`config.mk`:
```
export PLATFORM = sky130hd
export DESIGN_NAME = platform_field
export DESIGN_NICKNAME = d
export VERILOG_FILES = /design/src/rtl/platform_field.sv
export SDC_FILE = /design/constraint.sdc
export NUM_CORES = 1
export LEC_CHECK = 0
export ABC_CLOCK_PERIOD_IN_PS = 4300
export BUFFER_PORTS_ARGS = -buffer_cell sky130_fd_sc_hd__buf_2
export CELL_PAD_IN_SITES_DETAIL_PLACEMENT = 0
export CELL_PAD_IN_SITES_GLOBAL_PLACEMENT = 1
export CORE_ASPECT_RATIO = 1.4
export CORE_MARGIN = 2
export CORE_UTILIZATION = 41
export DETAILED_ROUTE_END_ITERATION = 8
export GPL_TIMING_DRIVEN = 0
export PLACE_DENSITY = 0.82
export SLEW_MARGIN = 20
export SYNTH_ARGS = -nofsm -noshare
export SYNTH_HDL_FRONTEND = slang
export SYNTH_SLANG_ARGS = --single-unit
```
`constraint.sdc`:
```
create_clock -name pixel_clk -period 4.3 [get_ports pixel_clk]
set_input_delay 0.215 -clock pixel_clk [delete_from_list [all_inputs] [get_ports pixel_clk]]
set_output_delay 0.215 -clock pixel_clk [all_outputs]
set_load 0.005 [all_outputs]
```
`src/rtl/platform_field.sv`:
```
// Seven-platform position store for Doodle Fall: scrolls one platform per cycle
// after each frame tick, respawns fallen platforms at the top, publishes a frame at once.
module platform_field #(
  parameter int unsigned VTOP  = 31,
  parameter int unsigned VBOT  = 511,
  parameter int unsigned HMIN  = 326,
  parameter int unsigned HSPAN = 224
) (
  input  logic       pixel_clk,
  input  logic       rst_n,
  input  logic       frame_tick,
  input  logic [3:0] scroll_amt,
  input  logic       freeze,
  output logic [9:0] p1_vpos,
  output logic [9:0] p2_vpos,
  output logic [9:0] p3_vpos,
  output logic [9:0] p4_vpos,
  output logic [9:0] p5_vpos,
  output logic [9:0] p6_vpos,
  output logic [9:0] p7_vpos,
  output logic [9:0] p1_hpos,
  output logic [9:0] p2_hpos,
  output logic [9:0] p3_hpos,
  output logic [9:0] p4_hpos,
  output logic [9:0] p5_hpos,
  output logic [9:0] p6_hpos,
  output logic [9:0] p7_hpos,
  output logic       frame_done,
  output logic       overrun
);

  localparam logic [9:0] RST_V [7] = '{10'd41, 10'd111, 10'd181, 10'd251, 10'd321, 10'd391, 10'd461};
  localparam logic [9:0] RST_H [7] = '{10'd340, 10'd460, 10'd380, 10'd500, 10'd350, 10'd440, 10'd400};
  localparam logic [9:0]  WRAP      = 10'(VBOT - VTOP + 1);
  localparam logic [15:0] LFSR_SEED = 16'hACE1;

  typedef enum logic [1:0] {IDLE, UPDATE, COMMIT} state_t;

  state_t      r_state, w_state_nxt;
  logic        w_accept, w_commit;
  logic [2:0]  r_idx;
  logic [3:0]  r_amt;
  logic [15:0] r_lfsr;
  logic [9:0]  r_v  [7];
  logic [9:0]  r_h  [7];
  logic [9:0]  r_ov [7];
  logic [9:0]  r_oh [7];
  logic        r_done, r_ovr;
  logic [9:0]  w_sum, w_roff, w_hnew;
  logic [7:0]  w_r8;
  logic        w_respawn, w_fb;

  always_comb begin
    w_state_nxt = r_state;
    w_accept    = 1'b0;
    w_commit    = 1'b0;
    unique case (r_state)
      IDLE: if (frame_tick && !freeze) begin
        w_accept    = 1'b1;
        w_state_nxt = UPDATE;
      end
      UPDATE: if (r_idx == 3'd6) w_state_nxt = COMMIT;
      COMMIT: begin
        w_commit    = 1'b1;
        w_state_nxt = IDLE;
      end
      default: w_state_nxt = IDLE;
    endcase
  end

  always_ff @(posedge pixel_clk or negedge rst_n) begin
    if (!rst_n) r_state <= IDLE;
    else        r_state <= w_state_nxt;
  end

  // Respawn column folds the LFSR byte into HSPAN with a single subtract.
  assign w_sum     = r_v[r_idx] + 10'(r_amt);
  assign w_respawn = w_sum > 10'(VBOT);
  assign w_r8      = r_lfsr[7:0];
  assign w_roff    = ({2'b00, w_r8} < 10'(HSPAN)) ? {2'b00, w_r8} : {2'b00, w_r8} - 10'(HSPAN);
  assign w_hnew    = 10'(HMIN) + w_roff;
  assign w_fb      = r_lfsr[15] ^ r_lfsr[13] ^ r_lfsr[12] ^ r_lfsr[10];

  always_ff @(posedge pixel_clk or negedge rst_n) begin
    if (!rst_n) begin
      for (int unsigned i = 0; i < 7; i++) begin
        r_v[i]  <= RST_V[i];
        r_h[i]  <= RST_H[i];
        r_ov[i] <= RST_V[i];
        r_oh[i] <= RST_H[i];
      end
      r_idx  <= '0;
      r_amt  <= '0;
      r_lfsr <= LFSR_SEED;
      r_done <= 1'b0;
      r_ovr  <= 1'b0;
    end else begin
      r_done <= w_commit;
      if (frame_tick && r_state != IDLE) r_ovr <= 1'b1;
      if (w_accept) begin
        r_amt <= scroll_amt;
        r_idx <= '0;
      end
      if (r_state == UPDATE) begin
        r_idx <= r_idx + 3'd1;
        if (w_respawn) begin
          r_v[r_idx] <= w_sum - WRAP;
          r_h[r_idx] <= w_hnew;
          r_lfsr     <= {r_lfsr[14:0], w_fb};
        end else begin
          r_v[r_idx] <= w_sum;
        end
      end
      if (w_commit) begin
        for (int unsigned i = 0; i < 7; i++) begin
          r_ov[i] <= r_v[i];
          r_oh[i] <= r_h[i];
        end
      end
    end
  end

  assign p1_vpos = r_ov[0];
  assign p2_vpos = r_ov[1];
  assign p3_vpos = r_ov[2];
  assign p4_vpos = r_ov[3];
  assign p5_vpos = r_ov[4];
  assign p6_vpos = r_ov[5];
  assign p7_vpos = r_ov[6];
  assign p1_hpos = r_oh[0];
  assign p2_hpos = r_oh[1];
  assign p3_hpos = r_oh[2];
  assign p4_hpos = r_oh[3];
  assign p5_hpos = r_oh[4];
  assign p6_hpos = r_oh[5];
  assign p7_hpos = r_oh[6];
  assign frame_done = r_done;
  assign overrun    = r_ovr;

endmodule

```
**Word-level counts from Yosys, hierarchy flattened**

Index checks and enable logic that the tools add are counted.

- Flip-flop bits (word level): 307
- Logic and storage cells: 79
- Output and inout port bits: 142
- Input port bits: 8

- Muxes and demuxes: 18
- $add $sub $neg: 5
- Order comparisons: 4
- Equality and inequality tests: 5
- Reductions and logical operators: 9
- Bitwise gates (word level): 4

Operators by type and width:

| cell | number |
|---|---|
| bitwise mux 70 bit | 3 |
| 2-to-1 mux 70 bit | 1 |
| 2-to-1 mux 10 bit | 4 |
| binary-select mux 10 bit (select 3 bit) | 1 |
| demux 10 bit (select 3 bit) | 1 |
| adder 10 x 4 -> 10 bit | 1 |
| adder 9 x 10 -> 10 bit, first input constant | 1 |
| > comparator 10 x 9 -> 1 bit, second input constant | 1 |
| subtractor 10 x 9 -> 10 bit, second input constant | 1 |
| subtractor 8 x 8 -> 9 bit, second input constant | 1 |
| < comparator 8 bit, second input constant | 1 |
| 2-to-1 mux 3 bit | 2 |
| >= comparator 4 bit, second input constant | 1 |
| < comparator 4 x 1 -> 1 bit, second input constant | 1 |
| 2-to-1 mux 2 bit | 2 |
| != test 2 bit, second input constant | 2 |
| inverter 3 -> 4 bit | 1 |
| case mux 2 bit (2 select lines) | 1 |
| AND reduction 2 bit | 2 |
| nonzero test 2 bit | 2 |
| adder 3 x 1 -> 3 bit, second input constant | 1 |
| equality test 3 bit, second input constant | 1 |
| logical AND 1 bit | 3 |
| 2-to-1 mux 1 bit | 3 |
| other kinds (5) | 7 |

**Depth between registers and ports, before layout**

Gate-level depths: netlist (run 1).

- Depth in word-level cells: 8
- Mapped depth: 22
- Mapped depth without buffers: 17

**Least setup slack after synthesis (run 1)**

No wires, ideal clock.

- Path type: reg2reg
- From: register r_idx[1]
- To: register r_v[13] (netlist name)
- Data required time: 4.175 ns
- Setup slack: 0.291 ns
- Path buffers: 5
- Data arrival time: 3.885 ns
- Library setup time: 0.125 ns
- Stages on the path, launching flop included: 17
- Clock period less this slack: 4.009 ns
- Cell sequence: dfrtp_1 buf_4 buf_2 buf_2 buf_1 mux2_2 nand2_1 o221ai_1 ha_1 nor3b_1 nor2_2 nor4_4 and3_4 buf_12 o21ai_2 xor2_2 mux2_2

- Word-level cells in the longest chain between the ends: 8
- Elaborated cells between the ends (all ways): 15
- Classes of those cells: add/sub: 2; order compare: 3; mux: 8; bitwise: 1; reduce/logical: 1

Ends and longest elaborated chain:

| element | RTL line | RTL |
|---|---|---|
| start: declaration | 41 | `logic [2:0] r_idx;` |
| start signal: assignment | 105 | `r_idx <= r_idx + 3'd1;` |
| inverter 3 -> 4 bit (implied by the code) * | 77, 107, 111 |  |
| binary-select mux 10 bit (select 3 bit) | 77 | `assign w_sum = r_v[r_idx] + 10'(r_amt);` |
| 2-to-1 mux 10 bit (implied by the code) (2 in a row) | 77 |  |
| adder 10 x 4 -> 10 bit | 77 |  |
| subtractor 10 x 9 -> 10 bit | 107 | `r_v[r_idx] <= w_sum - WRAP;` |
| bitwise mux 70 bit | 107 |  |
| 2-to-1 mux 70 bit * | 106 | `if (w_respawn) begin` |
| end signal: indexed assignment | 87 | `r_v[i] <= RST_V[i];` |
| end signal: indexed assignment | 107 |  |
| end signal: indexed assignment | 111 | `r_v[r_idx] <= w_sum;` |
| end: declaration | 44 | `logic [9:0] r_v [7];` |

Mark *: on every way between the ends. The rest lies on a longest branch, timed or not. The select of a mux whose other input is x is not followed.
A chain may end at the register's enable or synchronous reset.

**Worst setup path in the final report (run 1)**

- From: register r_idx[0]
- To: register r_v[58] (netlist name)

Same word-level chain as after synthesis.

==> results of run 1 <==
cells by family after synthesis:
kind of cell	after synthesis
mux	82
compound gates	197
simple gates	623
flops	307
fa+ha+maj	11
buf+inv	85
xor+xnor	20
stage by stage:
| stage | hold WS, ns | area [µm²] | setup slack [ns] | power, µW |
|---|---|---|---|---|
| 3_5_place_dp | 0.2016 | 14810 | -0.9414 | 9583 |
| 2_1_floorplan | -0.08059 | 13400 | 0.2905 | 7789 |
| 5_1_grt | 0.2047 | 16200 | -0.01654 | 13590 |
| 3_3_place_gp | 0.4368 | 14700 | -2.512 | 9438 |
| 4_1_cts | 0.1889 | 16100 | -0.002166 | 12750 |
| 6_report | 0.1721 | 16200 | 0.1671 | 12800 |
routing by layer:
metal	track usage [%]	vias to the layer above
li1	-	4744
met1	26.26	4875
met2	36.81	245
met3	2.405	67
met4	8.807	0
met5	0	-
final timing paths:
| kind | start | endpoint | slack, ns | cells past startpoint |
|---|---|---|---|---|
| worst max-delay path | r_idx[0]$_DFFE_PN0P_ | r_v[58]$_DFFE_PN0P_ | 0.17 | 17 |
| worst min-delay path | rst_n | p5_hpos[5]$_DFFE_PN0P_ | 0.17 | 2 |
| worst max register to register | r_idx[0]$_DFFE_PN0P_ | r_v[58]$_DFFE_PN0P_ | 0.17 | 17 |
| worst min register to register | r_h[53]$_DFFE_PN1P_ | p2_hpos[3]$_DFFE_PN1P_ | 0.45 | 2 |
| max in group asynchronous | rst_n | p3_hpos[6]$_DFFE_PN1P_ | 3.27 | 3 |
| min in group pixel_clk | scroll_amt[1] | r_amt[1]$_DFFE_PN0P_ | 0.42 | 4 |
layout by cell type, fill, tap and decap left out, types with 7 or more instances in the layout:
master and instances:
a21oi_1 27, buf_1 11, buf_2 162, bufinv_16 8
clkbuf_1 33, clkbuf_16 30, dfrtp_1 159, dfstp_2 148
dlygate4sd3_1 7, ha_1 10, inv_1 11, mux2_2 50
mux2i_1 26, nand2_1 537, nand3_1 8, nor2_1 27
o21ai_0 98, o21ai_1 10, o21ai_2 11, o21ai_4 7
xnor2_1 7
area by class of cell:
cell class                      count  area share (%)
Sequential cell                   307           48.58
Multi-Input combinational cell    933           32.64
Timing Repair Buffer              163           5.779
Clock buffer                       34           4.975
Tap cell                          440           3.399
Buffer                             68           2.210
Clock inverter                     22           2.117
Inverter                           13          0.3013
worst max-delay path: stages, from the launching register on:
cell      delay, ns
dfrtp_1        0.38
buf_6          0.15
clkbuf_4       0.30
nor2b_2        0.14
a22oi_1        0.30
o22a_1         0.19
o21a_1         0.23
inv_1          0.07
ha_1           0.28
a211oi_2       0.34
nor3b_2        0.12
nor3_1         0.46
and4bb_1       0.32
a211oi_4       0.07
nor3_2         0.24
xnor2_2        0.13
buf_4          0.19
o21ai_1        0.07
flip-flops by register name (all words and copies together) (netlist names):
name,cells
p5_hpos,10
p5_vpos,10
p7_vpos,10
p3_vpos,10
p6_hpos,10
p1_hpos,10
p6_vpos,10
r_v,70
r_h,70
p7_hpos,10
r_state,2
p1_vpos,10
p4_hpos,10
r_amt,4
p4_vpos,10
r_idx,3
frame_done,1
r_lfsr,16
p2_vpos,10
p2_hpos,10
p3_hpos,10
overrun,1
report_power, final:
| part | total (µW) | switching, µW | internal [µW] |
|---|---|---|---|
| logic | 4970 | 3090 | 1880 |
| clock network | 3000 | 1170 | 1830 |
| registers | 4830 | 678 | 4150 |
| total | 12800 | 4940 | 7870 |
timing repair:
action / 4_1_cts / 5_1_grt
resized for setup: 13 / 21
setup buffers: 3 / 0
pin swaps: 4 / 3
cloned: 0 / 0
hold endpoints to repair: 69 / 0
hold buffers: 7 / 0
setup endpoints to repair: 156 / 154
==> run metrics, run 1 <==
Synthesized Nets 1344; layout cells sized above 1 32.47%; IO Count 150; routed len/inst 17.78 µm; met1 wire length 14590 µm; CTS tree yes; slew at the pin closest to its max-slew limit approximately 1.1 ns; clock latency on the worst-skew pair 0.57 ns; TritonCTS buffer count 30; setup TNS 0 ns; most frequent cells after synthesis 538 x nand2_1, 159 x dfrtp_1, 148 x dfstp_2; total grt overflow 0; mux cell area share after synthesis 6.966%; status completed; Routed Antenna Nets 0; largest cells by area after synthesis dfrtp_1 30%, dfstp_2 29%, nand2_1 15%; EDFF count, synth 0; initial drt markers 514; Async SR Flop Fraction 100.0%; Synth Area in Compound Gates 9.459%; antenna cells 0; Critical Path Start Type flop; area taken by flip-flops and latches 0.007868 mm²; Max Root-Sink Buffers 3; Mean Syn Cell Area 10.11 µm²; Setup-failing EPs final 0; CP Capture Type flop; Max Cap Violations 0; clk slew on worst S/H paths 0.07 ns; fmax approximately 240 MHz; Synth Area in Adders 1.083%; die height 217.9 µm; Num Clock Sinks 307; skew final 0.01416 ns; final hold vios 0; Synth Flop Type dfrtp_1; CP max FO 19; Synth Area in XOR/XNOR 1.643%; first-pass GRT wire length 55680 µm; Cell Rows 78; Required @ worst endpoint 4.74 ns; IO buf count 149; Mapped Cells 1325; DIE AREA approximately 0.034 mm²; drt via density about 5.0; Core ar. approximately 0.032 mm²; Synth Cell Area 0.01340 mm²; Power Density 790.6 mW/mm²; Synth Register Bits 307; Peak supply drop 0.3758 mV; most area-hungry cell type in the Yosys netlist dfrtp_1; Final nets 1535; fillers 2966; HP Class primary input to async pin; GRT Util Overall a little over a fifth; starting density of the core 41.48%; top sig layer met4; Finished Layout Cells 1980; fin crit share 96.11%; worst setup path class flop to flop; Final min period 4.133 ns; sequential area share after synthesis about three fifths; Syn. warnings 0; CTS H-tree lvls 1; antenna violations before repair 0; Slew HR 22.76%; Placer Congestion 0.9214; largest net degree at the start of global routing between 90 and 100; root buf cell clkbuf_16; area grow syn2layout 20.87%; Via Count between 9k and 10k; number of global-route vias before repair 9928; number of detailed-route iterations in the first pass 4; crit path DAT approximately 4.6 ns; leakage ~0.0077 µW; Routed met3 length between 1000 and 1500 µm; Placed Cells 1918; largest family of logic cells by synthesized area simple AND/OR/NAND/NOR gates; post-synth top area share between 20 and 30%; post-DP HPWL 25790 µm; overall routed net length roughly 35000 µm; routed wl met2 17790 µm; pins over their slew limit 0; cell with the most instances after synthesis nand2_1; Post-Synth Simple-Gate Area 19.19%; # DRC 0; Die W 156.8 µm; Core Util, Final 50.14%; Yosys cell types 78; area of the multi-input gates 0.005286 mm²
Note: power is estimated with default switching activity, not from simulation.
==> run 2: changes to the inputs <==
==> constraint.sdc (replaced) <==
create_clock -name pixel_clk -period 4.3 [get_ports pixel_clk]
set_input_delay 0.86 -clock pixel_clk [delete_from_list [all_inputs] [get_ports pixel_clk]]
set_output_delay 0.86 -clock pixel_clk [all_outputs]
set_load 0.005 [all_outputs]
==> run metrics, run 2 (synthesis gave the netlist of run 1 again) <==
status completed (unchanged); GRT Util Overall 21.03% (was 21.04%); Peak supply drop 0.3762 mV (was 0.3758 mV); CP startpoint r_idx[0]$_DFFE_PN0P_ (unchanged); root buf cell clkbuf_16 (unchanged); Critical Path Start Type flop (unchanged); reg2reg path depth 17 (unchanged); fillers 2974 (was 2966); # DRC 0 (unchanged); drt via density 5.009 (was 5.016); FF-to-FF End r_v[58]$_DFFE_PN0P_ (unchanged); Core ar. 0.03230 mm² (unchanged); biggest regs r_h x70, r_v x70, r_lfsr x16 (unchanged); Final nets 1528 (was 1535); Net Sw Power 4938 µW (about the same); setup ws final 0.1863 ns (was 0.1671 ns); Setup Slack @ Placement -0.9414 ns (unchanged); Routed Antenna Nets 0 (unchanged); Die W 156.8 µm (unchanged); power share of the combinational group 38.8% (about the same); total grt overflow 0 (unchanged); r2r setup slk 0.19 ns (was 0.17 ns); pins over their slew limit 0 (unchanged); die height 217.9 µm (unchanged); routed len/inst 17.82 µm (was 17.78 µm); CTS Hold Bufs 0 (was 7); Setup-failing EPs final 0 (unchanged); IO buf count 149 (unchanged); setup TNS 0 ns (unchanged); fmax 243.1 MHz (was 242.0 MHz); Internal Power 7861 µW (was 7866 µW); Num Clock Sinks 307 (unchanged); Via Count 9882 (was 9931); clk slew on worst S/H paths 0.07 ns (about the same); skew final 0.01537 ns (was 0.01416 ns); final hold vios 0 (unchanged); layout cells sized above 1 32.62% (was 32.47%); most common cell after layout, fill and taps aside nand2_1 (unchanged); Sw Share 38.58% (was 38.57%); Clock Power Share 23.5% (was 23.4%); Power Density 793.8 mW/mm² (was 790.6 mW/mm²); worst setup path class flop to flop (unchanged); Placer Congestion 0.9214 (unchanged); IO Count 150 (unchanged); Max Cap Violations 0 (unchanged); slew at the pin closest to its max-slew limit 1.168 ns (was 1.149 ns); post-DP HPWL 25790 µm (unchanged); Required @ worst endpoint 4.74 ns (about the same); Cell Rows 78 (unchanged); starting density of the core 41.48% (unchanged); crit path DAT 4.56 ns (was 4.57 ns); WHS 0.2181 ns (was 0.1721 ns); first-pass GRT wire length 55650 µm (was 55680 µm); Max Root-Sink Buffers 3 (unchanged); initial drt markers 530 (was 514); largest net degree at the start of global routing 92 (unchanged); sequential power share 37.7% (about the same); antenna violations before repair 0 (unchanged); most frequent cells in the layout 537 x nand2_1, 162 x buf_2, 159 x dfrtp_1, 148 x dfstp_2, 98 x o21ai_0 (unchanged); CP max FO 19 (unchanged); number of global-route vias before repair 9918 (was 9928); Worst R2R Start r_idx[0]$_DFFE_PN0P_ (unchanged); Slew HR 21.59% (was 22.76%); Final min period 4.114 ns (was 4.133 ns); overall routed net length 35150 µm (was 35210 µm); antenna cells 0 (unchanged); clock latency on the worst-skew pair 0.58 ns (was 0.57 ns); DIE AREA 0.03416 mm² (unchanged); CTS tree yes (unchanged); HP Class primary input to async pin (unchanged); area grow syn2layout 20.35% (was 20.87%); TritonCTS buffer count 30 (unchanged); CP Capture Type flop (unchanged); leakage 0.007702 µW (was 0.007731 µW); fin crit share 95.67% (was 96.11%); number of detailed-route iterations in the first pass 4 (unchanged); CTS H-tree lvls 1 (unchanged)
-- run 2: stage by stage --
step / area, µm² / utilization (%) / power, µW / std cells
after floorplan: 13400 / - / 7789 / 1325
after global placement: 14700 / 45.49 / 9438 / 1914
after detailed placement: 14810 / 45.86 / 9583 / 1918
after CTS: 16030 / 49.63 / 12750 / 1974
after global routing: 16130 / 49.92 / 13580 / 1973
final: 16130 / 49.92 / 12800 / 1973
-- run 2: final cells by class --
cell class	instances	area (µm²)	share of cell area, %
tap	440	550.5	3.414
sequential	307	7868	48.79
clock buffer	34	805.8	4.997
buffer	68	357.8	2.219
timing repair buffer	156	865.8	5.369
multi-input combinational	933	5286	32.78
clock inverter	22	342.8	2.126
inverter	13	48.80	0.3026
-- run 2: worst max path at each step --
stage	endpoint	cells after the start
6_report	r_v[58]$_DFFE_PN0P_	17
5_1_grt	r_v[59]$_DFFE_PN0P_	21
4_1_cts	r_v[33]$_DFFE_PN1P_	19
3_5_place_dp	r_v[25]$_DFFE_PN0P_	19
3_3_place_gp	p7_vpos[4]$_DFFE_PN0P_	1
2_1_floorplan	r_v[13]$_DFFE_PN0P_	16
-- run 2: power by group through the flow --
stage	clock network, µW	registers, µW	logic [µW]
CTS	3070	4830	4850
global placement	0	4840	4590
finish	3010	4830	4970
detailed placement	0	4870	4710
global route	3180	4940	5460
floorplan	0	4650	3140
-- run 2: timing repair --
action | CTS | global route
gates cloned | 0 | 0
buffers inserted | 3 | 0
setup endpoints to repair | 156 | 154
pin swaps | 4 | 3
gates resized for setup | 13 | 21
endpoints found under the hold margin | 0 | 0
-- run 2: critical path: stages (launching register included) --
cell and delay [ns]:
dfrtp_1 0.38, buf_6 0.15, clkbuf_4 0.30, nor2b_2 0.13, a22oi_1 0.31, o22a_1 0.19, o21a_1 0.23, inv_1 0.07
ha_1 0.28, a211oi_2 0.34, nor3b_2 0.12, nor3_1 0.46, and4bb_1 0.32, a211oi_4 0.07, nor3_2 0.24, xnor2_2 0.13
buf_4 0.19, o21ai_1 0.07
-- run 2: metal layers --
layer	routed length, µm	vias to the layer above	GRT usage (%)
met5	0	-	0
met4	1381	0	8.807
met3	1581	66	2.424
met2	17700	254	36.80
met1	14480	4830	26.23
li1	-	4732	-
==> run 3: changes to the inputs <==
--- a/config.mk
+++ b/config.mk
@@ -7,14 +7,12 @@
 export LEC_CHECK = 0
 export ABC_CLOCK_PERIOD_IN_PS = 4300
 export BUFFER_PORTS_ARGS = -buffer_cell sky130_fd_sc_hd__buf_2
-export CELL_PAD_IN_SITES_DETAIL_PLACEMENT = 0
-export CELL_PAD_IN_SITES_GLOBAL_PLACEMENT = 1
 export CORE_ASPECT_RATIO = 1.4
 export CORE_MARGIN = 2
-export CORE_UTILIZATION = 41
+export CORE_UTILIZATION = 45
 export DETAILED_ROUTE_END_ITERATION = 8
 export GPL_TIMING_DRIVEN = 0
-export PLACE_DENSITY = 0.82
+export PLACE_DENSITY = 0.72
 export SLEW_MARGIN = 20
 export SYNTH_ARGS = -nofsm -noshare
 export SYNTH_HDL_FRONTEND = slang
==> run metrics, run 3 (synthesis gave the netlist of run 1 again) <==
status completed (unchanged); Via Count 10.05k (was 9882); Placed Area 0.01474 mm² (was 0.01481 mm²); largest net degree at the start of global routing 96 (was 92); power share of the combinational group 41.4% (was 38.8%); area taken by flip-flops and latches 0.007868 mm² (unchanged); Net Sw Power 4905 µW (was 4938 µW); Critical Path Start Type flop (unchanged); first-pass GRT wire length 55550 µm (was 55650 µm); Num Clock Sinks 307 (unchanged); Max Cap Violations 0 (unchanged); Final min period 4.126 ns (was 4.114 ns); Cell Rows 74 (was 78); overall routed net length 35120 µm (was 35150 µm); die height 208.2 µm (was 217.9 µm); Core ar. 0.02926 mm² (was 0.03230 mm²); Internal Power 7465 µW (was 7861 µW); leakage 0.007600 µW (was 0.007702 µW); setup TNS 0 ns (unchanged); CP max FO 17 (was 19); fillers 2556 (was 2974); Power Density 780.1 mW/mm² (was 793.8 mW/mm²); DIE AREA 0.03119 mm² (was 0.03416 mm²); root buf cell clkbuf_16 (unchanged); clock latency on the worst-skew pair 0.57 ns (was 0.58 ns); post-DP HPWL 25250 µm (was 25790 µm); FF-to-FF End r_h[65]$_DFFE_PN0P_ (was r_v[58]$_DFFE_PN0P_); antenna violations before repair 0 (unchanged); layout cells sized above 1 31.74% (was 32.62%); # DRC 0 (unchanged); HP Class primary input to async pin (unchanged); most common cell after layout, fill and taps aside nand2_1 (unchanged); Final nets 1528 (unchanged); CTS H-tree lvls 1 (unchanged); initial drt markers 649 (was 530); most frequent cells in the layout 537 x nand2_1, 160 x buf_2, 159 x dfrtp_1, 148 x dfstp_2, 97 x o21ai_0 (was 537 x nand2_1, 162 x buf_2, 159 x dfrtp_1, 148 x dfstp_2, 98 x o21ai_0); Routed Antenna Nets 0 (unchanged); clk slew on worst S/H paths 0.07 ns (about the same); fin crit share 95.95% (was 95.67%); number of detailed-route iterations in the first pass 5 (was 4); Die W 149.8 µm (was 156.8 µm); Peak supply drop 0.4507 mV (was 0.3762 mV); Worst R2R Start r_idx[1]$_DFFE_PN0P_ (was r_idx[0]$_DFFE_PN0P_); Slew HR 20.10% (was 21.59%); Max Root-Sink Buffers 3 (unchanged); final hold vios 0 (unchanged); drt via density 5.258 (was 5.009); starting density of the core 45.80% (was 41.48%); final instance area 0.01586 mm² (was 0.01613 mm²); fmax 242.4 MHz (was 243.1 MHz); skew final 0.02309 ns (was 0.01537 ns); CTS tree yes (unchanged); area grow syn2layout 18.35% (was 20.35%); crit path DAT 4.51 ns (was 4.56 ns); IO Count 150 (unchanged); Finished Layout Cells 1912 (was 1973); Clock Power Share 20.1% (was 23.5%); worst setup path class flop to flop (unchanged); reg2reg path depth 16 (was 17); pins over their slew limit 0 (unchanged); routed len/inst 18.37 µm (was 17.82 µm); WHS 0.2318 ns (was 0.2181 ns); IO buf count 149 (unchanged); Required @ worst endpoint 4.68 ns (was 4.74 ns); Setup-failing EPs final 0 (unchanged); r2r setup slk 0.17 ns (was 0.19 ns); Sw Share 39.65% (was 38.58%); biggest regs r_h x70, r_v x70, r_lfsr x16 (unchanged); CP Capture Type flop (unchanged); total grt overflow 0 (unchanged); slew at the pin closest to its max-slew limit 1.193 ns (was 1.168 ns); Placer Congestion 0.9223 (was 0.9214); TritonCTS buffer count 28 (was 30); Overall Power 12370 µW (was 12800 µW); area of the multi-input gates 0.005305 mm² (was 0.005286 mm²); number of global-route vias before repair 10.12k (was 9918); sequential power share 38.5% (was 37.7%); Placed Cells 1858 (was 1918); GRT Util Overall 22.66% (was 21.03%)
run 3: changes by cell type in the layout (fill, tap and decap cells not counted), moves of 3 or more:
| cell | change |
|---|---|
| bufinv_16 | -7 |
| clkbuf_1 | +11 |
| clkbuf_8 | +3 |
| clkinv_2 | -4 |
| clkinvlp_4 | -3 |
run 3: final cells by class:
cell class                 count  share of cell area (%)
clock buffer                  46                   5.286
buffer                        68                   2.257
timing repair buffer         157                   5.523
clock inverter                 6                  0.5444
multi-input combinational    934                   33.45
inverter                      13                  0.3077
sequential                   307                   49.61
tap                          380                   2.998
antenna                        1                 0.01578
run 3: metal layers:
layer  wire, µm  global-route usage, %
met2      17390                  38.26
met1      14070                  28.65
met5          0                      0
met3       2082                  3.706
met4       1572                  9.727
run 3: critical path, cell delays in order (launching register included):
cell	delay, ns
dfrtp_1	0.42
buf_8	0.22
buf_6	0.19
buf_4	0.22
mux2_2	0.38
nand2_1	0.07
o221ai_1	0.17
ha_1	0.47
nor3b_2	0.26
nor2_2	0.09
nor4_4	0.40
and3_4	0.30
buf_12	0.17
o21ai_4	0.13
clkbuf_4	0.27
nand2_1	0.08
o21ai_0	0.08
run 3: through the flow:
step | setup slack, ns | util [%]
after global routing | -0.001271 | 54.19
after global placement | -3.042 | 49.97
final | 0.1742 | 54.20
after floorplan | 0.2905 | -
after detailed placement | -1.033 | 50.38
after CTS | 0.001386 | 53.84
run 3: worst max path at each step:
stage	startpoint	to	slack, ns	depth (start not counted)
5_1_grt	r_idx[0]$_DFFE_PN0P_	r_h[25]$_DFFE_PN0P_	-0.001	17
6_report	r_idx[1]$_DFFE_PN0P_	r_h[65]$_DFFE_PN0P_	0.17	16
4_1_cts	r_idx[2]$_DFFE_PN0P_	r_v[33]$_DFFE_PN1P_	0.001	19
3_3_place_gp	rst_n	p5_vpos[2]$_DFFE_PN0P_	-3.04	1
2_1_floorplan	r_idx[1]$_DFFE_PN0P_	r_v[13]$_DFFE_PN0P_	0.29	16
3_5_place_dp	r_idx[1]$_DFFE_PN0P_	r_v[25]$_DFFE_PN0P_	-1.03	19
run 3: power groups by stage:
stage          Combinational [µW]  Sequential, µW  Clock, µW
4_1_cts                      4900            4760       2530
6_report                     5120            4760       2490
2_1_floorplan                3140            4650          0
3_5_place_dp                 4740            4790          0
3_3_place_gp                 4610            4760          0
5_1_grt                      5540            4880       2650
run 3: timing repair:
item | CTS | global route
buffers inserted | 4 | 0
pin swaps | 4 | 2
setup endpoints to repair | 156 | 146
gates resized for setup | 16 | 20
hold buffers | 0 | 0
cloned | 0 | 1
